**config.mk**
```make
export PLATFORM = sky130hd
export DESIGN_NAME = ad77xx_spi_master
export DESIGN_NICKNAME = d
export VERILOG_FILES = /design/src/rtl/ad77xx_spi_master.sv
export SDC_FILE = /design/constraint.sdc
export NUM_CORES = 1
export LEC_CHECK = 0
export ABC_CLOCK_PERIOD_IN_PS = 3700
export BUFFER_PORTS_ARGS = -buffer_cell sky130_fd_sc_hd__buf_4
export CORE_MARGIN = 3
export CORE_UTILIZATION = 35
export DETAILED_ROUTE_END_ITERATION = 10
export SLEW_MARGIN = 20
export SYNTH_ARGS = -nofsm -noshare
export SYNTH_HDL_FRONTEND = slang
export SYNTH_SLANG_ARGS = --single-unit
```
**constraint.sdc**
```tcl
create_clock -name clk -period 3.7 [get_ports clk]
set_input_delay 0.37 -clock clk [delete_from_list [all_inputs] [get_ports clk]]
set_output_delay 0.37 -clock clk [all_outputs]
set_load 0.05 [all_outputs]
```
**src/rtl/ad77xx_spi_master.sv**
```systemverilog
// Serial master for AD7705/AD7706-class delta-sigma ADCs: register transfers,
// interface sync, hardware reset pulse and DRDY-driven round-robin auto reads.
module ad77xx_spi_master #(
    parameter int CLK_DIV      = 4,
    parameter int NUM_CH       = 2,
    parameter int RST_CYCLES   = 64,
    parameter int DRDY_TIMEOUT = 1000000
) (
    input  logic        clk,
    input  logic        rst_n,
    input  logic        cmd_valid,
    output logic        cmd_ready,
    input  logic [1:0]  cmd_op,
    input  logic [2:0]  cmd_reg,
    input  logic [1:0]  cmd_ch,
    input  logic [23:0] cmd_wdata,
    input  logic        auto_en,
    output logic        rsp_valid,
    output logic [23:0] rsp_data,
    output logic [1:0]  rsp_ch,
    output logic        rsp_err,
    output logic        adc_sclk,
    output logic        adc_din,
    input  logic        adc_dout,
    output logic        adc_cs_n,
    input  logic        adc_drdy_n,
    output logic        adc_rst_n
);
    localparam int DIV_W = (CLK_DIV > 1) ? $clog2(CLK_DIV) : 1;
    localparam int RST_W = $clog2(RST_CYCLES + 1);
    localparam int TO_W  = $clog2(DRDY_TIMEOUT + 1);
    localparam logic [DIV_W-1:0] DIV_LAST = DIV_W'(CLK_DIV - 1);
    localparam logic [RST_W-1:0] RST_LAST = RST_W'(RST_CYCLES - 1);
    localparam logic [TO_W-1:0]  TO_LAST  = TO_W'(DRDY_TIMEOUT - 1);
    localparam logic [1:0]       CH_LAST  = 2'(NUM_CH - 1);

    typedef enum logic [2:0] {
        S_IDLE, S_CS_SETUP, S_SHIFT_CMD, S_WAIT_DRDY,
        S_SHIFT_DATA, S_CS_HOLD, S_DONE, S_RST_PULSE
    } state_t;

    state_t r_state, w_next;

    logic [DIV_W-1:0] r_div;
    logic             r_half;
    logic [5:0]       r_bit, r_len;
    logic [31:0]      r_tx;
    logic [23:0]      r_rx;
    logic             r_rd, r_sync, r_wait, r_auto, r_err, r_drdy_q;
    logic [1:0]       r_ch, r_auto_ch;
    logic [RST_W-1:0] r_rst_cnt;
    logic [TO_W-1:0]  r_to_cnt;
    logic             r_sclk, r_din, r_cs_n, r_adc_rst_n, r_rsp_valid, r_rsp_err;
    logic [23:0]      r_rsp_data;
    logic [1:0]       r_rsp_ch;

    function automatic logic [5:0] f_len(input logic [2:0] rs);
        case (rs)
            3'd3:       f_len = 6'd16;
            3'd5:       f_len = 6'd0;
            3'd6, 3'd7: f_len = 6'd24;
            default:    f_len = 6'd8;
        endcase
    endfunction

    // Left-align the N-bit payload so it follows the comm byte MSB first.
    function automatic logic [23:0] f_align(input logic [23:0] d, input logic [5:0] n);
        case (n)
            6'd8:    f_align = {d[7:0], 16'hFFFF};
            6'd16:   f_align = {d[15:0], 8'hFF};
            default: f_align = d;
        endcase
    endfunction

    logic        w_idle, w_host, w_auto, w_start, w_rd, w_shifting;
    logic        w_tick, w_mid, w_bit_end, w_last, w_enter, w_bit_start, w_timed_out;
    logic [1:0]  w_op, w_ch;
    logic [2:0]  w_reg;
    logic [5:0]  w_len;
    logic [7:0]  w_cb;

    assign w_idle  = (r_state == S_IDLE);
    assign w_host  = w_idle & cmd_valid;
    assign w_auto  = w_idle & auto_en & ~cmd_valid & ~adc_drdy_n;
    assign w_start = w_host | w_auto;
    assign w_op    = w_host ? cmd_op  : 2'd1;
    assign w_reg   = w_host ? cmd_reg : 3'd3;
    assign w_ch    = w_host ? cmd_ch  : r_auto_ch;
    assign w_rd    = (w_op == 2'd1);
    assign w_len   = f_len(w_reg);
    assign w_cb    = {1'b0, w_reg, w_rd, 1'b0, w_ch};

    assign w_shifting = (r_state == S_SHIFT_CMD) || (r_state == S_SHIFT_DATA);
    assign w_tick     = (r_div == DIV_LAST);
    assign w_mid      = w_shifting & w_tick & ~r_half;
    assign w_bit_end  = w_shifting & w_tick & r_half;
    assign w_last     = (r_bit == 6'd0);
    assign w_timed_out = (r_state == S_WAIT_DRDY) && r_drdy_q && (r_to_cnt == TO_LAST);

    always_comb begin
        w_next = r_state;
        case (r_state)
            S_IDLE:      if (w_start) w_next = (w_op == 2'd3) ? S_RST_PULSE : S_CS_SETUP;
            S_CS_SETUP:  if (w_tick) w_next = r_sync ? S_SHIFT_DATA : S_SHIFT_CMD;
            S_SHIFT_CMD: if (w_bit_end && w_last) begin
                if (r_wait)             w_next = S_WAIT_DRDY;
                else if (r_len == 6'd0) w_next = S_CS_HOLD;
                else                    w_next = S_SHIFT_DATA;
            end
            S_WAIT_DRDY: begin
                if (!r_drdy_q)        w_next = S_SHIFT_DATA;
                else if (w_timed_out) w_next = S_CS_HOLD;
            end
            S_SHIFT_DATA: if (w_bit_end && w_last) w_next = S_CS_HOLD;
            S_CS_HOLD:    if (w_tick) w_next = S_DONE;
            S_DONE:       w_next = S_IDLE;
            S_RST_PULSE:  if (r_rst_cnt == RST_LAST) w_next = S_DONE;
            default:      w_next = S_IDLE;
        endcase
    end

    assign w_enter     = (w_next != r_state);
    assign w_bit_start = ((w_next == S_SHIFT_CMD) || (w_next == S_SHIFT_DATA)) && (w_enter || w_bit_end);

    always_ff @(posedge clk or negedge rst_n) begin
        if (!rst_n) r_state <= S_IDLE;
        else        r_state <= w_next;
    end

    always_ff @(posedge clk or negedge rst_n) begin
        if (!rst_n) begin
            r_div <= '0;  r_half <= 1'b0;  r_bit <= '0;  r_len <= '0;
            r_tx <= '1;   r_rx <= '0;
            r_rd <= 1'b0; r_sync <= 1'b0;  r_wait <= 1'b0; r_auto <= 1'b0;
            r_err <= 1'b0; r_drdy_q <= 1'b1;
            r_ch <= '0;   r_auto_ch <= '0; r_rst_cnt <= '0; r_to_cnt <= '0;
            r_sclk <= 1'b1; r_din <= 1'b1; r_cs_n <= 1'b1; r_adc_rst_n <= 1'b1;
            r_rsp_valid <= 1'b0; r_rsp_err <= 1'b0; r_rsp_data <= '0; r_rsp_ch <= '0;
        end else begin
            r_drdy_q    <= adc_drdy_n;
            r_rsp_valid <= 1'b0;
            r_div       <= (w_enter || w_tick) ? '0 : r_div + 1'b1;
            r_to_cnt    <= (r_state == S_WAIT_DRDY) ? r_to_cnt + 1'b1 : '0;

            if (w_start) begin
                r_ch   <= w_ch;
                r_auto <= w_auto;
                r_rd   <= w_rd;
                r_sync <= (w_op == 2'd2);
                r_wait <= w_rd && (w_reg == 3'd3);
                r_len  <= (w_op == 2'd2) ? 6'd32 : w_len;
                r_tx   <= (w_op == 2'd2) ? '1 : {w_cb, w_rd ? 24'hFFFFFF : f_align(cmd_wdata, w_len)};
                r_rx   <= '0;
                r_err  <= 1'b0;
                if (w_op == 2'd3) begin
                    r_adc_rst_n <= 1'b0;
                    r_rst_cnt   <= '0;
                end else begin
                    r_cs_n <= 1'b0;
                end
            end

            if (r_state == S_RST_PULSE) begin
                r_rst_cnt <= r_rst_cnt + 1'b1;
                if (w_next == S_DONE) r_adc_rst_n <= 1'b1;
            end

            // Falling SCLK launches the next DIN bit; rising SCLK samples DOUT.
            if (w_bit_start) begin
                r_sclk <= 1'b0;
                r_din  <= r_tx[31];
                r_tx   <= {r_tx[30:0], 1'b1};
                r_half <= 1'b0;
                r_bit  <= w_enter ? ((w_next == S_SHIFT_CMD) ? 6'd7 : r_len - 6'd1) : r_bit - 6'd1;
            end else if (w_mid) begin
                r_sclk <= 1'b1;
                r_half <= 1'b1;
                if (r_state == S_SHIFT_DATA) r_rx <= {r_rx[22:0], adc_dout};
            end

            if (w_enter && ((w_next == S_WAIT_DRDY) || (w_next == S_CS_HOLD))) r_din <= 1'b1;
            if (w_timed_out) r_err <= 1'b1;
            if ((r_state == S_CS_HOLD) && w_tick) r_cs_n <= 1'b1;

            if (w_enter && (w_next == S_DONE)) begin
                r_rsp_valid <= 1'b1;
                r_rsp_data  <= (r_rd && !r_err) ? r_rx : '0;
                r_rsp_err   <= r_err;
                r_rsp_ch    <= r_ch;
                if (r_auto) r_auto_ch <= (r_auto_ch == CH_LAST) ? 2'd0 : r_auto_ch + 2'd1;
            end
        end
    end

    assign cmd_ready = w_idle;
    assign rsp_valid = r_rsp_valid;
    assign rsp_data  = r_rsp_data;
    assign rsp_ch    = r_rsp_ch;
    assign rsp_err   = r_rsp_err;
    assign adc_sclk  = r_sclk;
    assign adc_din   = r_din;
    assign adc_cs_n  = r_cs_n;
    assign adc_rst_n = r_adc_rst_n;

endmodule

```
# --- Word level (Yosys, flattened, before mapping) ---
# Cells that the tools add are included.
word_totals:
  ff_bits: 143
  inputBits: 37
  output_inout_bits: 33
  wordCells: 148
classes:
  n_addsub: 6
  eq_ne: 27
  n_mux: 50
  n_bitwise: 11
  n_reduce_logical: 29
op_table:
  columns: ["op", "n"]
  rows:
  - ["$mux 24", 6]
  - ["$mux 32", 3]
  - ["$pmux 24 s2", 1]
  - ["$mux 3", 12]
  - ["$eq 3x3->1 const B", 10]
  - ["$pmux 3 s8", 1]
  - ["$mux 7", 3]
  - ["$add 20x1->20 const B", 1]
  - ["$eq 20x20->1 const B", 1]
  - ["$mux 20", 1]
  - ["$mux 6", 3]
  - ["$eq 3x2->1 const B", 5]
  - ["$mux 1", 15]
  - ["$pmux 5 s3", 1]
  - ["$reduce_bool 2->1", 7]
  - ["$logic_not 6->1", 2]
  - ["$sub 6x1->6 const B", 2]
  - ["$logic_and 1x1->1", 9]
  - ["$mux 2", 4]
  - ["$add 7x1->7 const B", 1]
  - ["$and 1x1->1", 7]
  - ["$eq 7x6->1 const B", 1]
  - ["$eq 2x2->1 const B", 3]
  - ["$eq 6x4->1 const B", 1]
  - ["other kinds (13)", 23]

# --- Longest topological paths before layout ---
# Gate-level depths: netlist of the first run.
logic_depth:
  depth_word: 12
  ltp_mapped: 16
  mapped_depth_nobuf: 12

# --- Least setup slack after synthesis of the first run ---
# No wires, ideal clock.
synth_path:
  path_kind: "flip-flop to flip-flop"
  from: "register r_state[2]"
  to: "register r_bit[2]"
  setup_time_ns: 0.119
  arrival_time_ns: 3.152
  required_ns: 3.581
  setup_slack_ns: 0.429
  path_stages_with_launch: 15
  n_path_buf: 3
  period_less_slack_ns: 3.271
  path_cell_list: "dfrtp_1 -> buf_1 -> nor3_2 -> buf_2 -> nand2_1 -> nor2_1 -> inv_1 -> ha_1 -> o21ai_0 -> a211oi_1 -> and3_1 -> a2111oi_4 -> buf_4 -> a21oi_1 -> o21a_1"
synth_via:
  elab_chain_len: 10
  word_cells_on_any_way: 39
  cone_classes: "eq/ne: 11; mux: 13; bitwise: 7; reduce/logical: 8"
synth_lines:
  columns: ["element", "line", "text"]
  rows:
  - ["from (decl)", "42", "state_t r_state, w_next;"]
  - ["from (signal assigned)", "127", "else r_state <= w_next;"]
  - ["$logic_not 3->1 *", "82", "assign w_idle = (r_state == S_IDLE);"]
  - ["via cmd_ready", "12", "output logic cmd_ready,"]
  - ["$and 1x1->1 (on tied branches)", "83, 84", null]
  - ["$mux 2 or $and 1x1->1 (tied branches)", "86, 84", null]
  - ["$eq 2x2->1 or $and 1x1->1 (tied branches)", "103, 84", null]
  - ["$mux 3 or $or 1x1->1 (tied branches)", "103, 85", null]
  - ["$mux 3", "103", "S_IDLE: if (w_start) w_next = (w_op == 2'd3) ? S_RST_PULSE : S_CS_SETUP;"]
  - ["$pmux 3 s8 *", "102", "case (r_state)"]
  - ["$eq 3x2->1 (tied with other cells)", "123, 174", null]
  - ["$mux 6 or $logic_or 1x1->1 (tied branches)", "174, 123", null]
  - ["$mux 6 or $logic_and 1x1->1 (tied branches)", "174, 123", null]
  - ["to (signal assigned)", "174", "r_bit <= w_enter ? ((w_next == S_SHIFT_CMD) ? 6'd7 : r_len - 6'd1) : r_bit - 6'd1;"]
  - ["to (decl)", "46", "logic [5:0] r_bit, r_len;"]
# Mark *: on every way through the listed nets, which the timed path passes. The rest lies on a longest branch.
# A chain may end at the register's enable or synchronous reset.

# --- Worst setup path in the final report of the first run ---
layout_path:
  from: "register r_state[1]"
  to: "register r_tx[31]"
layout_via:
  elab_chain_len: 11
  word_cells_on_any_way: 42
  cone_classes: "eq/ne: 12; mux: 14; bitwise: 7; reduce/logical: 9"
layout_lines:
  columns: ["element", "line", "text"]
  rows:
  - ["$logic_not 3->1 (tied with other cells)", "82, 102", null]
  - ["$and 1x1->1 (tied with other cells)", "83", "assign w_host = w_idle & cmd_valid;"]
  - ["$mux 2 (tied with other cells)", "86", "assign w_op = w_host ? cmd_op : 2'd1;"]
  - ["$eq 2x2->1 (tied with other cells)", "103", null]
  - ["$mux 3 (tied with other cells)", "103", null]
  - ["$mux 3 (on tied branches)", "103, 105, 114", null]
  - ["$pmux 3 s8", "102", null]
  - ["$eq 3x2->1 (tied with other cells)", "123", "assign w_bit_start = ((w_next == S_SHIFT_CMD) || (w_next == S_SHIFT_DATA)) && (w_enter || w_bit_end);"]
  - ["$logic_or 1x1->1", "123", null]
  - ["$logic_and 1x1->1", "123", null]
  - ["$mux 32 or $reduce_bool 2->1 (tied branches)", null, null]
  - ["to (signal assigned)", "152", "r_tx <= (w_op == 2'd2) ? '1 : {w_cb, w_rd ? 24'hFFFFFF : f_align(cmd_wdata, w_len)};"]
  - ["to (signal assigned)", "172", "r_tx <= {r_tx[30:0], 1'b1};"]
  - ["to (decl)", "47", "logic [31:0] r_tx;"]
# Parallel ways exist; a longest one is shown, timed or not. The select of a mux whose other input is x is not followed.

==> results.yml, run 1 <==
clock_network:
  clk_latency_ns: 0.42
  clk_pin_slew_ns: 0.06
  cts_resized: 0
  cts_tree: "built"
  htree_levels: 4
  cts_setup_buffers: 0
  cts_hold_buf: 0
  cts-root-buf: "clkbuf_16"
  clockBufferDepth: 2
  cts_buffers: 17
  cts_sinks: 139
sta:
  post-route-period-util: 0.867
  max_freq_ghz: 0.312
  finalSetupViolCount: 0
  worst_slew_pin_slew_ns: 0.806
  skew_ns: 0.0120
  fin_crit_ns: 3.21
  finalSetupTns_ns: 0
  setup_ws_ns: 0.493
  hold_slack_ns: -0.0231
  rsz0062_at_grt: "no"
  drv_slew: 0
  slew_headroom: 0.462
  finalHoldViolations: 13
synth:
  yosys.area.top_type_share: 0.383
  syn-num-nets: 745
  synth-edff-count: 0
  synth.avg_cell_area_um2: 9.58
  yosys_register_bits: 139
  syn_inst: 696
  synthTopCellsByArea: "dfrtp_1 (38%), dfstp_2 (15%), o21ai_0 (6.8%)"
  ys_warn_count: 0
  yosysSeqAreaShare: 0.529
  synthFlopType: "dfrtp_1"
  yosys.area.top_type: "dfrtp_1"
  ys_types: 62
  syn_area_um2: 6670
  async_reset_ff_frac: 1.00
floorplanning:
  core-area_um2: 18300
  die-height_um: 144
  die_w_um: 144
  ioPinCount: 70
  floorplan.rows: 49
  die_area_um2: 20700
  start_util: 0.364
finish:
  final_cell_mix: "nand2_1 (114), dfrtp_1 (102), o21ai_0 (90)"
  drive_gt1_frac: 0.226
  n_antenna_cell: 0
  fin_cells: 995
  fin_area_um2: 8020
  syn2layout_area_growth_pct: 20.2
  final_common_cell: "nand2_1"
  num-nets-final: 802
  fillers: 1753
  fin_util: 0.437
power_and_ir_drop:
  switchingPower_uw: 735
  power_mw: 3.36
  p_leak_nw: 3.43
  power_frac_comb: 0.023
  pwr-share-seq: 0.453
  p_int_mw: 2.63
  max-vdd-ir-drop_mv: 0.279
  p_sw_frac: 0.219
  power.density_nw_per_um2: 420
  power_frac_clock: 0.524
setup_path:
  arrival_ns: 3.55
  crit_type: "flop to flop"
  startpoint_type: "flop"
  end_kind: "flop"
  required_ns: 4.04
  cp_max_fo: 32
route:
  drcViolationCount: 0
  ant_nets: 0
  drtPass1Iterations: 4
  post_drt_wl_per_cell_um: 14.9
  drt-vias-per-instance: 5.14
  vias: 5116
  drtIter0Drc: 201
  wl_mm: 14.8
placed_design:
  place.port_buffers: 69
  place_inst: 963
  dpl_worst_slack_ns: 0.518
  post-dp-hpwl_mm: 10.2
  place_congestion: 0.808
  place_area_um2: 7410
global_routing:
  antenna_found_initial: 0
  overflow: 0
  grt_max_degree: 87
  grt_use_total: 0.150
  grt_pass1_wl_mm: 24.9
  grt_pass1_vias: 4884
job:
  max_cap_viol_count: 0
hold_path:
  hold_class: "input pin to async pin"
run_status:
  outcome: "complete, but fails checks"
  violations: "hold timing"
==> cell usage after synthesis (all sizes together), types with 2 or more instances <==
master / count
and3: 10
or3: 13
nand4: 5
o32ai: 2
o21ai: 98
nand2: 114
clkbuf: 26
a221oi: 2
or2: 2
o22ai: 11
a22oi: 8
nor4: 3
nand2b: 2
dfstp: 37
o311a: 2
a22o: 26
buf: 19
inv: 21
a221o: 2
a2111oi: 2
nor2: 56
xnor2: 7
nor3: 13
dfrtp: 102
a31oi: 5
xor2: 14
a2bb2oi: 4
nand3: 14
mux2i: 2
mux2: 3
ha: 12
o21a: 3
and2: 7
nor2b: 3
a21oi: 31
==> routing by layer <==
metal / vias up / part of all wire / global-route usage
met3: 15 / 0.046 / 0.0407
li1: 2551 / - / -
met2: 101 / 0.44 / 0.222
met1: 2449 / 0.50 / 0.215
met5: - / 0 / 0
met4: 0 / 0.013 / 0.0461
==> cell families (layout without fill, tap and decap cells) <==
kind of cell / Yosys count / count (layout) / synth area share
buffers and inverters: 67 / 137 / 0.0460
xor gates and xnor gates: 21 / 21 / 0.0276
DFF: 139 / 139 / 0.529
muxes: 5 / 5 / 0.00807
adders and majority gates: 12 / 12 / 0.0225
and+or+nand+nor: 246 / 246 / 0.166
AOI/OAI and AO/OA: 206 / 206 / 0.201
==> worst max-delay path: stages (launching register included) <==
cell	delay, ns
dfrtp_1	0.55
nor3_2	0.32
and3_1	0.25
ha_1	0.22
o21ai_0	0.13
and2_1	0.22
o311a_1	0.33
nor3_1	0.19
o21a_2	0.52
nor2_1	0.11
a221o_1	0.31
==> sequential cells by signal, indices dropped and copies added (netlist names), 3 cells and up <==
register / count
r_tx: 32
r_rx: 24
rsp_data: 24
r_to_cnt: 20
r_rst_cnt: 7
r_bit: 6
r_len: 3
r_state: 3
==> cell type report <==
class,count,area [um^2],share of cell area
Sequential cell,139,3520,0.440
Inverter,22,83.8,0.0105
Tap cell,229,287,0.0357
Multi-Input combinational cell,490,2850,0.355
Clock buffer,18,429,0.0535
Clock inverter,14,180,0.0225
Timing Repair Buffer,83,664,0.0829
==> worst paths after layout <==
kind | from | to | slack [ns] | depth (start not counted)
worst max-delay path | r_state[1] | r_tx[31] | 0.49 | 10
worst min-delay path | rst_n | r_to_cnt[8] | -0.02 | 1
worst max register to register | r_state[1] | r_tx[31] | 0.49 | 10
worst min register to register | r_div[0] | r_div[0] | 0.43 | 1
max in group asynchronous | rst_n | r_tx[17] | 2.89 | 2
min in group clk | adc_drdy_n | r_drdy_q | 0.07 | 1
==> power groups by stage <==
stage / clock network (mW) / logic (mW) / registers [mW]
2_1_floorplan: 0 / 0.00737 / 1.55
3_3_place_gp: 0 / 0.0822 / 1.55
3_5_place_dp: 0 / 0.0813 / 1.55
4_1_cts: 1.80 / 0.0815 / 1.52
5_1_grt: 1.88 / 0.0892 / 1.52
6_report: 1.76 / 0.0784 / 1.52
Note: power is estimated with default switching activity, not from simulation.
==> run 2: changes to the inputs <==
--- a/config.mk
+++ b/config.mk
@@ -5,6 +5,7 @@
 export SDC_FILE = /design/constraint.sdc
 export NUM_CORES = 1
 export LEC_CHECK = 0
+export ABC_AREA = 1
 export ABC_CLOCK_PERIOD_IN_PS = 3700
 export BUFFER_PORTS_ARGS = -buffer_cell sky130_fd_sc_hd__buf_4
 export CORE_MARGIN = 3
==> results.yml, run 2 <==
run_status:
  outcome: "finished clean"
global_routing:
  grt_use_total: 0.162
  overflow: 0
  antenna_found_initial: 0
  grt_max_degree: 106
  grt_pass1_wl_mm: 29.3
  grt_pass1_vias: 5663
route:
  wl_mm: 17.5
  ant_nets: 0
  drtIter0Drc: 488
  drtPass1Iterations: 5
  vias: 6110
  drcViolationCount: 0
  drt-vias-per-instance: 4.98
  post_drt_wl_per_cell_um: 14.3
finish:
  fillers: 1991
  top_register: "r_tx"
  fin_cells: 1228
  num-nets-final: 1000
  final_common_cell: "nand2_1"
  fin_util: 0.429
  syn2layout_area_growth_pct: 17.7
  final_cell_mix: "nand2_1 (258), dfrtp_1 (102), buf_4 (77)"
  fin_area_um2: 8510
  largest_reg_flops: 32
  n_antenna_cell: 0
  drive_gt1_frac: 0.183
power_and_ir_drop:
  power.density_nw_per_um2: 933
  max-vdd-ir-drop_mv: 0.501
  p_sw_frac: 0.448
  power_frac_comb: 0.464
  power_frac_clock: 0.215
  p_leak_nw: 4.07
  switchingPower_mw: 3.56
  pwr-share-seq: 0.321
  p_int_mw: 4.38
sta:
  max_freq_ghz: 0.333
  drv_slew: 0
  worst_slew_pin_slew_ns: 0.987
  finalSetupTns_ns: 0
  post-route-period-util: 0.811
  finalSetupViolCount: 0
  hold_slack_ns: 0.0647
  finalHoldViolations: 0
  skew_ns: 0.0152
  fin_crit_ns: 3.00
  rsz0062_at_grt: "no"
  slew_headroom: 0.342
placed_design:
  place_inst: 1197
  post-dp-hpwl_mm: 11.5
  place_congestion: 0.848
  place.port_buffers: 69
  place_area_um2: 7930
clock_network:
  cts_tree: "built"
  clockBufferDepth: 2
  cts_setup_buffers: 0
  htree_levels: 4
  cts_hold_buf: 0
  cts_resized: 0
  cts_buffers: 17
  clk_latency_ns: 0.42
  clk_pin_slew_ns: 0.06
  cts-root-buf: "clkbuf_16"
  cts_sinks: 139
floorplanning:
  ioPinCount: 70
  die-height_um: 150
  floorplan.rows: 51
  core-area_um2: 19800
  start_util: 0.364
  die_area_um2: 22400
  die_w_um: 150
setup_path:
  required_ns: 4.00
  crit_type: "flop to flop"
  end_kind: "flop"
  cp_max_fo: 71
  arrival_ns: 3.30
  startpoint_type: "flop"
synth:
  ys_warn_count: 0
  synth.avg_cell_area_um2: 8.04
  yosysSeqAreaShare: 0.488
  yosys.area.top_type_share: 0.353
  yosys.area.top_type: "dfrtp_1"
  syn_inst: 899
  synthFlopType: "dfrtp_1"
  synthTopCellsByArea: "dfrtp_1 (35%), dfstp_2 (13%), nand2_1 (13%)"
  syn-num-nets: 948
  synth-edff-count: 0
  yosys-top-cells-count: "nand2_1 (258), dfrtp_1 (102), nor2_1 (76), inv_1 (64), nand3_1 (64)"
  synth_most_common_cell: "nand2_1"
  yosys_register_bits: 139
  async_reset_ff_frac: 1.00
  ys_types: 41
  syn_area_um2: 7230
hold_path:
  hold_class: "input pin to async pin"
job:
  max_cap_viol_count: 0
[run 2: changes by cell type after synthesis, sizes merged, moves of 13 or more]
cell and delta:
nand2 +152, nand3 +53, inv +51, nand3b +28, a22o -26, nor2 +25, o21ai -23, a21oi +21
o221ai +16, or3 -13
[run 2: cells by family (layout without fill, tap and decap cells)]
logic type / Yosys count / count (layout) / synth area share
simple gates: 467 / 467 / 0.290
compound gates: 157 / 157 / 0.123
flops: 139 / 139 / 0.488
buf+inv: 117 / 181 / 0.0704
fa+ha+maj: 12 / 12 / 0.0208
xor+xnor: 7 / 7 / 0.00848
[run 2: worst max-delay path, cell delays in order, from the launching register on]
cell	delay, ns
dfrtp_1	0.49
nor2_4	0.20
nand2_4	0.10
nor2_4	0.16
inv_2	0.10
nor2_1	0.14
inv_1	0.08
ha_1	0.22
nand2_2	0.17
nand2_1	0.10
nand3_1	0.22
nand3_4	0.24
nand2_8	0.37
inv_2	0.12
nand2_1	0.09
nand2_1	0.05
[run 2: power by group through the flow]
stage / logic, mW / registers (mW) / clock network (mW)
floorplan: 2.88 / 2.65 / 0
global placement: 3.65 / 2.56 / 0
detailed placement: 3.70 / 2.55 / 0
CTS: 3.71 / 2.54 / 1.75
global route: 4.20 / 2.61 / 1.82
finish: 3.69 / 2.55 / 1.71
[run 2: metal layers]
metal | share of wire | track usage | routed length [um]
met2 | 0.45 | 0.243 | 7930
met1 | 0.48 | 0.230 | 8470
met4 | 0.017 | 0.0512 | 303
met3 | 0.046 | 0.0427 | 813
met5 | 0 | 0 | 0
[run 2: final timing paths]
check	startpoint	endpoint	slack, ns	cells after the start
worst max-delay path	r_state[1]	r_bit[5]	0.70	15
worst min-delay path	rst_n	rsp_err	0.06	1
worst max register to register	r_state[1]	r_bit[5]	0.70	15
worst min register to register	r_div[0]	r_div[0]	0.45	1
max in group asynchronous	rst_n	r_tx[3]	2.67	2
min in group clk	adc_drdy_n	r_drdy_q	0.08	1
[run 2: layout make-up]
class                   instances  area [um^2]  area share
flip-flops and latches        139         3520       0.414
multi-input cells             643         3200       0.377
repair buffers                 78          589      0.0693
clock buffers                  17          425      0.0500
well taps                     265          332      0.0390
inverters                      72          275      0.0323
clock inverters                14          159      0.0187
[run 2: through the flow]
step	total power, mW	setup WS [ns]
final	7.94	0.699
after CTS	8.00	0.686
after global routing	8.63	0.410
after global placement	6.20	0.825
after detailed placement	6.25	0.696
after floorplan	5.53	1.29
==> run 3: changes to the inputs <==
--- a/config.mk
+++ b/config.mk
@@ -6,7 +6,7 @@
 export NUM_CORES = 1
 export LEC_CHECK = 0
 export ABC_AREA = 1
-export ABC_CLOCK_PERIOD_IN_PS = 3700
+export ABC_CLOCK_PERIOD_IN_PS = 2800
 export BUFFER_PORTS_ARGS = -buffer_cell sky130_fd_sc_hd__buf_4
 export CORE_MARGIN = 3
 export CORE_UTILIZATION = 35
==> constraint.sdc (replaced) <==
create_clock -name clk -period 2.8 [get_ports clk]
set_input_delay 0.28 -clock clk [delete_from_list [all_inputs] [get_ports clk]]
set_output_delay 0.28 -clock clk [all_outputs]
set_load 0.05 [all_outputs]
==> results.yml, run 3 (same netlist as run 2, synthesis figures left out) <==
run_status:
  outcome: "finished clean"
global_routing:
  overflow: 0
  grt_pass1_vias: 5718
  grt_pass1_wl_mm: 29.3
  antenna_found_initial: 0
  grt_use_total: 0.163
  grt_max_degree: 72
route:
  post_drt_wl_per_cell_um: 14.0
  drtIter0Drc: 401
  drt-vias-per-instance: 4.86
  drtPass1Iterations: 4
  drcViolationCount: 0
  wl_mm: 17.4
  vias: 6029
  ant_nets: 0
setup_path:
  rr_startpoint: "r_state[1]"
  cp_slowest_cell: "dfrtp_1"
  slowest_delay_ns: 0.41
  worst_r2r_endpoint: "r_tx[11]"
  worstPathCellList: "nor2_4, nand2_4, nor2_4, inv_2, nor2_1, inv_1, nand3_1, inv_1, nor2_1, ha_1, inv_1, nand2_2, o221ai_1, nand2_1, nand2_1, nand2_1"
  reg2reg_depth: 16
  cp-endpoint: "r_tx[11]"
  end_kind: "flop"
  ff2ff_setup_slack_ns: 0.26
  startpoint_type: "flop"
  arrival_ns: 2.89
  crit_type: "flop to flop"
  critical_path.startpoint: "r_state[1]"
  required_ns: 3.15
  cp_max_fo: 16
sta:
  drv_slew: 0
  worst_slew_pin_slew_ns: 0.657
  hold_slack_ns: 0.139
  finalSetupViolCount: 0
  slew_headroom: 0.562
  fin_crit_ns: 2.54
  skew_ns: 0.0134
  finalSetupTns_ns: 0
  post-route-period-util: 0.906
  finalHoldViolations: 0
  max_freq_ghz: 0.394
  rsz0062_at_grt: "no"
floorplanning:
  die_w_um: 150
  die-height_um: 150
  ioPinCount: 70
  core-area_um2: 19800
  start_util: 0.364
  die_area_um2: 22400
  floorplan.rows: 51
clock_network:
  htree_levels: 4
  cts_sinks: 139
  cts_buffers: 17
  cts_tree: "built"
  clk_pin_slew_ns: 0.07
  clockBufferDepth: 2
  cts-root-buf: "clkbuf_16"
  clk_latency_ns: 0.42
finish:
  syn2layout_area_growth_pct: 19.1
  largest_reg_flops: 32
  final_common_cell: "nand2_1"
  n_antenna_cell: 0
  top_register: "r_tx"
  num-nets-final: 1012
  fin_util: 0.434
  drive_gt1_frac: 0.194
  final_cell_mix: "nand2_1 (257), dfrtp_1 (102), buf_4 (84)"
power_and_ir_drop:
  power.density_nw_per_um2: 1210
  max-vdd-ir-drop_mv: 0.720
  p_leak_nw: 4.11
placed_design:
  place_congestion: 0.893
  place.port_buffers: 69
  post-dp-hpwl_mm: 11.6
hold_path:
  hold_class: "input pin to flop"
  hold_start: "adc_dout"
job:
  max_cap_viol_count: 0
## run 3: how the worst min path moves through the flow
stage                   end  slack (ns)  cells past startpoint
4_1_cts             r_rx[0]        0.13                      3
2_1_floorplan        r_auto       -0.02                      0
3_3_place_gp   r_to_cnt[19]        0.34                      1
6_report            r_rx[0]        0.14                      3
3_5_place_dp   r_to_cnt[15]        0.34                      1
5_1_grt             r_rx[0]        0.13                      3
## run 3: worst max-delay path, delay by kind of cell, from the launching register on
family / cells / cell delay [ns]
AO/OA/AOI/OAI: 1 / 0.24
adder cells (fa/ha/maj): 1 / 0.26
buffers and inverters: 4 / 0.31
flip-flops: 1 / 0.41
AND/OR/NAND/NOR: 10 / 1.24
## run 3: where the power goes
group / internal [mW] / total (mW) / switching (mW) / leakage (nW)
sequential: 2.91 / 3.30 / 0.395 / 1.76
combinational: 1.68 / 5.04 / 3.36 / 2.10
clock: 1.15 / 2.10 / 0.953 / 0.254
total: 5.74 / 10.4 / 4.71 / 4.11
## run 3: what timing repair did
action                     in CTS  in global routing
hold buffers                    2                  0
setup buffers                   0                  0
resized for setup               0                  4
hold endpoints to repair       47                  0
setup endpoints to repair       0                 16
## run 3: layout make-up
| type | instances | area (um^2) |
|---|---|---|
| clock buffers | 18 | 429 |
| clock inverters | 14 | 111 |
| fillers | 2003 | 11200 |
| inverters | 72 | 275 |
| multi-input cells | 643 | 3220 |
| flip-flops and latches | 139 | 3520 |
| well taps | 265 | 332 |
| repair buffers | 90 | 722 |
## run 3: stage by stage
| stage | cell area (um^2) | cells | total power [mW] | worst slack [ns] |
|---|---|---|---|---|
| floorplan | 7230 | 899 | 7.30 | 0.386 |
| global placement | 8040 | 1207 | 8.35 | 0.200 |
| detailed placement | 8040 | 1207 | 8.40 | 0.124 |
| CTS | 8600 | 1241 | 10.5 | 0.118 |
| global route | 8610 | 1241 | 11.4 | 0.0171 |
| finish | 8610 | 1241 | 10.4 | 0.264 |
## run 3: metal layers
metal / up-vias / wire, um / track usage
met5: - / 0 / 0
met4: 0 / 293 / 0.0581
met3: 16 / 714 / 0.0330
met2: 114 / 7730 / 0.240
met1: 2809 / 8690 / 0.237
li1: 3090 / - / -
